**src/rtl/fan_speed_ctrl.sv**
```systemverilog
// Incubator cooler fan controller: signed temperature to one of LEVELS speeds plus OFF,
// with per-level hysteresis, a minimum dwell between changes and an over-temperature alarm.
module fan_speed_ctrl #(
  parameter int T_W      = 8,
  parameter int LEVELS   = 3,
  parameter int T_ON     = 35,
  parameter int T_OFF    = 25,
  parameter int STEP     = 5,
  parameter int HYST     = 5,
  parameter int CRS_W    = 4,
  parameter int CRS_BASE = 4,
  parameter int CRS_STEP = 2,
  parameter int DWELL    = 16,
  parameter int T_ALARM  = 50
) (
  input  logic                              clk,
  input  logic                              rst,
  input  logic                              Cooler,
  input  logic signed [T_W-1:0]             T,
  output logic        [CRS_W-1:0]           CRS,
  output logic                              OUT,
  output logic        [$clog2(LEVELS+1)-1:0] LEVEL,
  output logic                              CHG,
  output logic                              ALARM
);

  localparam int LW = $clog2(LEVELS + 1);
  localparam int CW = (DWELL > 1) ? $clog2(DWELL) : 1;
  localparam int TX = T_W + 4;

  typedef logic signed [TX-1:0] temp_t;

  logic [LW-1:0]    level_q, level_d;
  logic [CW-1:0]    cnt_q, cnt_d;
  logic [CRS_W-1:0] crs_q, crs_d;
  logic             out_q, out_d;
  logic             chg_q, chg_d;
  logic             alarm_q, alarm_d;

  temp_t t_ext, up_thr, dn_thr, al_hi, al_lo;
  logic  go_up, go_dn;

  always_comb begin
    t_ext  = {{4{T[T_W-1]}}, T};
    al_hi  = temp_t'(T_ALARM);
    al_lo  = temp_t'(T_ALARM - HYST);
    up_thr = temp_t'(T_ON + int'(level_q) * STEP);
    // Level 1 falls back on its own OFF threshold; higher levels use the hysteresis band.
    dn_thr = (level_q == LW'(1)) ? temp_t'(T_OFF)
                                 : temp_t'(T_ON + (int'(level_q) - 1) * STEP - HYST);
    go_up  = (int'(level_q) < LEVELS) && (t_ext > up_thr);
    go_dn  = (level_q != '0) && (t_ext < dn_thr);

    level_d = level_q;
    cnt_d   = (cnt_q != '0) ? cnt_q - CW'(1) : cnt_q;

    if (!Cooler) begin
      level_d = '0;
      cnt_d   = '0;
    end else if (cnt_q == '0) begin
      if (go_up) begin
        level_d = level_q + LW'(1);
        cnt_d   = CW'(DWELL - 1);
      end else if (go_dn) begin
        level_d = level_q - LW'(1);
        cnt_d   = CW'(DWELL - 1);
      end
    end

    // Alarm only arms once the top level has been held; leaving the top level clears it.
    alarm_d = alarm_q;
    if (!Cooler || level_d != LW'(LEVELS)) begin
      alarm_d = 1'b0;
    end else if (level_q == LW'(LEVELS) && t_ext > al_hi) begin
      alarm_d = 1'b1;
    end else if (t_ext < al_lo) begin
      alarm_d = 1'b0;
    end

    chg_d = (level_d != level_q);
    out_d = (level_d == '0);
    crs_d = (level_d == '0) ? '0 : CRS_W'(CRS_BASE + (int'(level_d) - 1) * CRS_STEP);
  end

  always_ff @(posedge clk) begin
    if (rst) begin
      level_q <= '0;
      cnt_q   <= '0;
      crs_q   <= '0;
      out_q   <= 1'b1;
      chg_q   <= 1'b0;
      alarm_q <= 1'b0;
    end else begin
      level_q <= level_d;
      cnt_q   <= cnt_d;
      crs_q   <= crs_d;
      out_q   <= out_d;
      chg_q   <= chg_d;
      alarm_q <= alarm_d;
    end
  end

  assign LEVEL = level_q;
  assign CRS   = crs_q;
  assign OUT   = out_q;
  assign CHG   = chg_q;
  assign ALARM = alarm_q;

endmodule

```
**config.mk**
```make
export PLATFORM = sky130hd
export DESIGN_NAME = fan_speed_ctrl
export DESIGN_NICKNAME = d
export VERILOG_FILES = /design/src/rtl/fan_speed_ctrl.sv
export SDC_FILE = /design/constraint.sdc
export NUM_CORES = 1
export LEC_CHECK = 0
export ABC_CLOCK_PERIOD_IN_PS = 4300
export CORE_AREA = 2 2 72 47
export DETAILED_ROUTE_END_ITERATION = 8
export DIE_AREA = 0 0 74 49
export HOLD_SLACK_MARGIN = 0.08
export SLEW_MARGIN = 10
export SYNTH_ARGS = -nofsm -noshare
export SYNTH_HDL_FRONTEND = slang
export SYNTH_SLANG_ARGS = --single-unit
```
**constraint.sdc**
```tcl
create_clock -name clk -period 4.3 [get_ports clk]
set_clock_uncertainty 0.15 [all_clocks]
set_input_delay 1.075 -clock clk [delete_from_list [all_inputs] [get_ports clk]]
set_output_delay 1.075 -clock clk [all_outputs]
set_load 0.02 [all_outputs]
```
Yosys cells after proc, flatten, opt, wreduce, memory -nomap -nowiden --
Index checks and enable logic that the tools add are counted.
Cells by class: bitwise logic cells 1, shift operators 0, eq/ne operators 4, $mul 2, div/mod/pow operators 0, add/subtract/negate cells 9, $lt $le $gt $ge 5, mux-type cells 11, reductions and logical operators 13
Operators with widths (number):
- 4-bit two-way mux | 4
- 8-bit by 12-bit < comparator with 1-bit output | 1
- 12-bit two-way mux | 1
- 8-bit by 4-bit subtractor with 9-bit output (second input constant) | 1
- 7-bit by 7-bit adder with 8-bit output (first input constant) | 1
- 8-bit by 7-bit greater-than comparator with 1-bit output (second input constant) | 1
- 8-bit greater-than comparator | 1
- 8-bit by 7-bit < comparator with 1-bit output (second input constant) | 1
- 2-bit two-way mux | 4
- 6-bit by 5-bit adder with 7-bit output (first input constant) | 1
- 3-bit by 4-bit multiplier with 7-bit output (second input constant) | 1
- 2-bit OR reduction | 3
- 2-bit by 1-bit subtractor with 3-bit output (second input constant) | 2
- 2-bit by 3-bit multiplier with 5-bit output (second input constant) | 1
- 4-bit adder (first input constant) | 1
- 4-bit zero test | 1
- 2-bit nonzero test | 2
- 4-bit nonzero test | 1
- 4-bit by 1-bit subtractor with 4-bit output (second input constant) | 1
- 1-bit logical AND | 3
- 2-bit by 1-bit adder with 2-bit output (second input constant) | 1
- 2-bit by 1-bit == test with 1-bit output (second input constant) | 1
- 2-bit == test (second input constant) | 1
- 2-bit zero test | 1
- other kinds (8) | 9
Storage, ports and cells: ROM bits 0, bits in writable memories 0, bits in latches 0, memories 0, word-level logic and storage cells 51, register bits after elaboration 13

Longest topological paths before layout --
word-level depth 14, gate-level depth with buffers 17, depth with buffers taken out 17

Least setup slack after synthesis --
No wires, ideal clock.
path kind reg2reg, start reg level_q[0], in the netlist LEVEL[0], end reg crs_q[1], in the netlist CRS[1], required time 4.085 ns, arrival 3.232 ns, cell stages (with the launch flop) 18, slack 0.853 ns, cells stage by stage dfxtp_1 > inv_1 > ha_1 > o21ai_0 > nand2_1 > nand2_1 > xor2_1 > nand2b_1 > ha_1 > nor4b_2 > o21ai_1 > a22oi_2 > o31ai_4 > mux2i_1 > inv_1 > ha_1 > or2_2 > nor2_1
Between the ends: longest elaborated chain between the ends 13, elaborated cells between the ends (all ways) 24, those cells by class add/sub: 8; mul: 2; order compare: 3; eq/ne: 1; mux: 5; reduce/logical: 5
Ends and longest elaborated chain:
- start: declaration | line 33 | logic [LW-1:0] level_q, level_d;
- start signal: assignment | line 94 | level_q <= level_d;
- 2-bit by 1-bit subtractor with 3-bit output | line 50 | : temp_t'(T_ON + (int'(level_q) - 1) * STEP - HYST);
- 3-bit by 4-bit multiplier with 7-bit output | line 50
- 7-bit by 7-bit adder with 8-bit output | line 50
- 8-bit by 4-bit subtractor with 9-bit output | line 50
- 12-bit two-way mux | line 49 | dn_thr = (level_q == LW'(1)) ? temp_t'(T_OFF)
- 8-bit by 12-bit < comparator with 1-bit output | line 52 | go_dn = (level_q != '0) && (t_ext < dn_thr);
- 1-bit logical AND | line 52
- 2-bit two-way mux | line 64 | end else if (go_dn) begin
- 2-bit two-way mux | line 61 | if (go_up) begin
- 2-bit two-way mux (*) | line 60 | end else if (cnt_q == '0) begin
- 2-bit two-way mux (*) | line 57 | if (!Cooler) begin
- named net level_d[0] | line 33
- 2-bit zero test (*)
- named net out_d | line 36 | logic out_q, out_d;
- 2-bit OR reduction (no source line) (*)
- end signal: assignment | line 96 | crs_q <= crs_d;
- end: declaration | line 35 | logic [CRS_W-1:0] crs_q, crs_d;
The timed path passes the listed nets; every way through them passes the cells marked *. A chain may end at the register's enable or synchronous reset.

Worst setup path in the final report --
start in T[3], end reg crs_q[3], in the netlist CRS[3]
Between the ends: longest elaborated chain between the ends 8, elaborated cells between the ends (all ways) 12, those cells by class add/sub: 2; order compare: 2; mux: 4; reduce/logical: 4
Ends and longest elaborated chain:
- start: declaration | line 19 | input logic signed [T_W-1:0] T,
- 8-bit by 12-bit < comparator with 1-bit output | line 52
- 1-bit logical AND | line 52
- 2-bit two-way mux | line 64
- 2-bit two-way mux (*) | line 61
- 2-bit two-way mux (*) | line 60
- 2-bit two-way mux (*) | line 57
- named net level_d[0] | line 33
- 2-bit zero test (*)
- named net out_d | line 36
- 2-bit OR reduction (no source line) (*)
Marked as above.

==> results.cfg <==
[status]
status = finished, final reports clean

[power]
power_density_mw_per_mm2 = 267.7
power_frac_clock_pct = 32.4
p_comb_share_pct = 34.1
p_int_mw = 0.2584
vdd_drop_max_mv = 0.1271
p_total_mw = 0.3758
leakage_nw = 0.5824
netSwitchingPower_mw = 0.1175
power_frac_seq_pct = 33.4
p_sw_share_pct = 31.26

[detailed_routing]
routedWlPerCell_microns = 12.93
wirelength_mm = 2.547
num_vias = 957
drt_iter0_drc = 77
viasPerCell = 4.858
final_antenna_net_count = 0
drc_errors = 0
drt_first_pass_iters = 4

[grt]
grt_max_degree = 9
grt_pass1_vias = 976
grtUsageMet1_pct = 23.27
use_met2_pct = 24.11
grt.overflow.total = 0
grt.met3_usage_pct = 3.719
busiest_layer = met2
grt_util_all_layers_pct = 15.96
grt_pass1_wl_mm = 4.450
grt_antenna_before_repair = 0

[yosys]
syn_area_sq_mm = 0.001124
synth_cells = 132
synth-seq-cells = 12
yosysTopAreaCell = ha_1
syn-num-nets = 167
yosys.cell_types.count = 42
yosysSeqAreaShare_pct = 21.38
synth_top_area_share_pct = 26.73
synth_warnings = 0
synth_area_leaders = ha_1 27%, dfxtp_1 21%, inv_1 4.7%
syn_avg_cell_area_sq_um = 8.512

[sta]
max_slew_margin_pct = 65.62
hold_violations = 0
fin_tns_setup_ps = 0
min_period_over_period_pct = 89.93
finalSetupViolations = 0
max_freq_ghz = 0.2586
drv_slew = 0
period_minus_slack_ps = 3867
tightest_slew_ps = 514.6
rsz0062_at_grt = false

[worst_setup_path]
cp.arrival_ps = 3890
cp_common_cell = ha_1
cp_max_fo = 4
cp-end-kind = register
cp.required_ps = 4330
startpoint_type = input pin
max_stage_delay_ps = 490
crit_type = input pin to register
cp_slowest_cell = clkdlybuf4s50_1
crit_path_cell_trace = clkdlybuf4s50_1 > ha_1 > a21o_1 > a21oi_2 > a211oi_4 > o31ai_4 > mux2i_1 > inv_1 > ha_1 > or2_2 > nor2_1

[layout]
multiInputGateArea_sq_um = 819.5
final_cells = 197
fillers = 297
regArea_sq_um = 240.2
area_growth_pct = 24.94
finalInstanceArea_sq_mm = 0.001404
nNetsFinal = 188
drive_above_1_share_pct = 8.553
antenna_cells = 0
final_core_utilization_pct = 46.44

[cts]
cts_buffers = 3
clk_path_buf_depth = 2
cts_resized = 0
insertion_delay_ps = 240
htree_num_levels = 1
cts_tree = built
post_cts_buffers = 0
clkSinkCount = 12
cts.hold.buffers_added = 0
clock-root-buffer = clkbuf_8
path_clk_slew_ps = 50

[job]
max_cap_viol_count = 0

[min_path]
hp-class = register to register

[placed_design]
portBuffers = 18
dp_cells = 193
placed_area_sq_mm = 0.001349
hpwl_mm = 2.108
place.gp.congestion = 0.8245

[floorplan]
initial_utilization_pct = 37.17
die-width_microns = 74
fp.dieArea_sq_mm = 0.003626
io_pins = 20
die_h_microns = 49
rows = 16
core_sq_mm = 0.003023
[final cells by class]
type / count / share of cell area [%]
repair buffers: 18 / 12.83
inverters: 14 / 3.743
well taps: 45 / 4.011
flip-flops and latches: 12 / 17.11
clock buffers: 4 / 3.922
multi-input cells: 104 / 58.38
[logic make-up after synthesis]
logic type	Yosys count	synth area share [%]
buffers and inverters	16	5.679
and+or+nand+nor	45	21.49
DFF	12	21.38
xor gates and xnor gates	5	3.898
other	2	0.6684
muxes	1	0.8909
AOI/OAI and AO/OA	27	19.27
adders and majority gates	24	26.73
[flip-flops by register name (all words and copies together), names as in the netlist]
signal  flops
OUT         1
CHG         1
ALARM       1
LEVEL       2
cnt_q       4
CRS         3
[final timing paths]
path,from,end,slack (ps),depth (start not counted)
setup reg to reg,LEVEL[0]$_SDFF_PP0_,CRS[3]$_SDFF_PP0_,460,17
hold / removal,cnt_q[0]$_SDFF_PP0_,cnt_q[0]$_SDFF_PP0_,360,1
setup / recovery,T[3],CRS[3]$_SDFF_PP0_,430,11
hold reg to reg,cnt_q[0]$_SDFF_PP0_,cnt_q[0]$_SDFF_PP0_,360,1
[metrics by stage]
stage               hold WS, ps  worst slack [ps]
floorplan                 309.0             853.4
global placement          337.5             236.9
detailed placement        346.9             185.3
CTS                       356.1             408.9
global route              387.6             154.2
finish                    358.6             433.2
[power by group through the flow]
stage               Clock, mW  Combinational, mW  Sequential, mW
floorplan                   0             0.0844           0.131
global placement            0              0.124           0.127
detailed placement          0              0.128           0.128
CTS                     0.126              0.129           0.126
global route            0.132              0.143           0.127
finish                  0.122              0.128           0.126
[layer usage]
layer | vias up | part of all wire, %
met1 | 442 | 53
met2 | 18 | 43
li1 | 497 | -
met3 | 0 | 3.9
met4 | 0 | 0
met5 | - | 0
[layout by cell type, fill, tap and decap left out, drive strengths merged, types with 2 or more instances in the layout]
master / synthesis / routed
ha: 24 / 24
clkdlybuf4s50: 0 / 18
inv: 14 / 14
dfxtp: 12 / 12
nor2: 12 / 12
nand2: 9 / 9
nor3: 7 / 7
o21ai: 7 / 7
a21oi: 5 / 5
a211oi: 5 / 5
nand2b: 4 / 4
clkbuf: 1 / 4
xor2: 3 / 3
or3: 2 / 2
xnor2: 2 / 2
conb: 2 / 2
and3: 2 / 2
[critical path: cells and delay by family]
| family | cells | cell delay, ps |
|---|---|---|
| buffers and inverters | 2 | 570 |
| adders and majority gates | 2 | 560 |
| AOI/OAI and AO/OA | 4 | 860 |
| and+or+nand+nor | 2 | 400 |
| muxes | 1 | 420 |
[cells in the mapped netlist, drive strengths merged]
library cell and instances:
conb 2, nand2b 4, clkbuf 1, nor3 7
a21oi 5, inv 14, o31a 1, or2 1
xnor2 2, nand4 1, nor4b 1, nor2b 1
a22oi 1, o211a 1, or3b 1, nor3b 1
nor2 12, or3 2, o31ai 1, a21o 1
ha 24, a211oi 5, and2 1, a2111oi 1
a21bo 1, a41oi 1, o21ai 7, nand2 9
and3 2, o21a 1, a21boi 1, xor2 3
mux2i 1, nor4 1, dfxtp 12, buf 1
and2b 1
No activity file was read; power rests on OpenSTA's default activity.
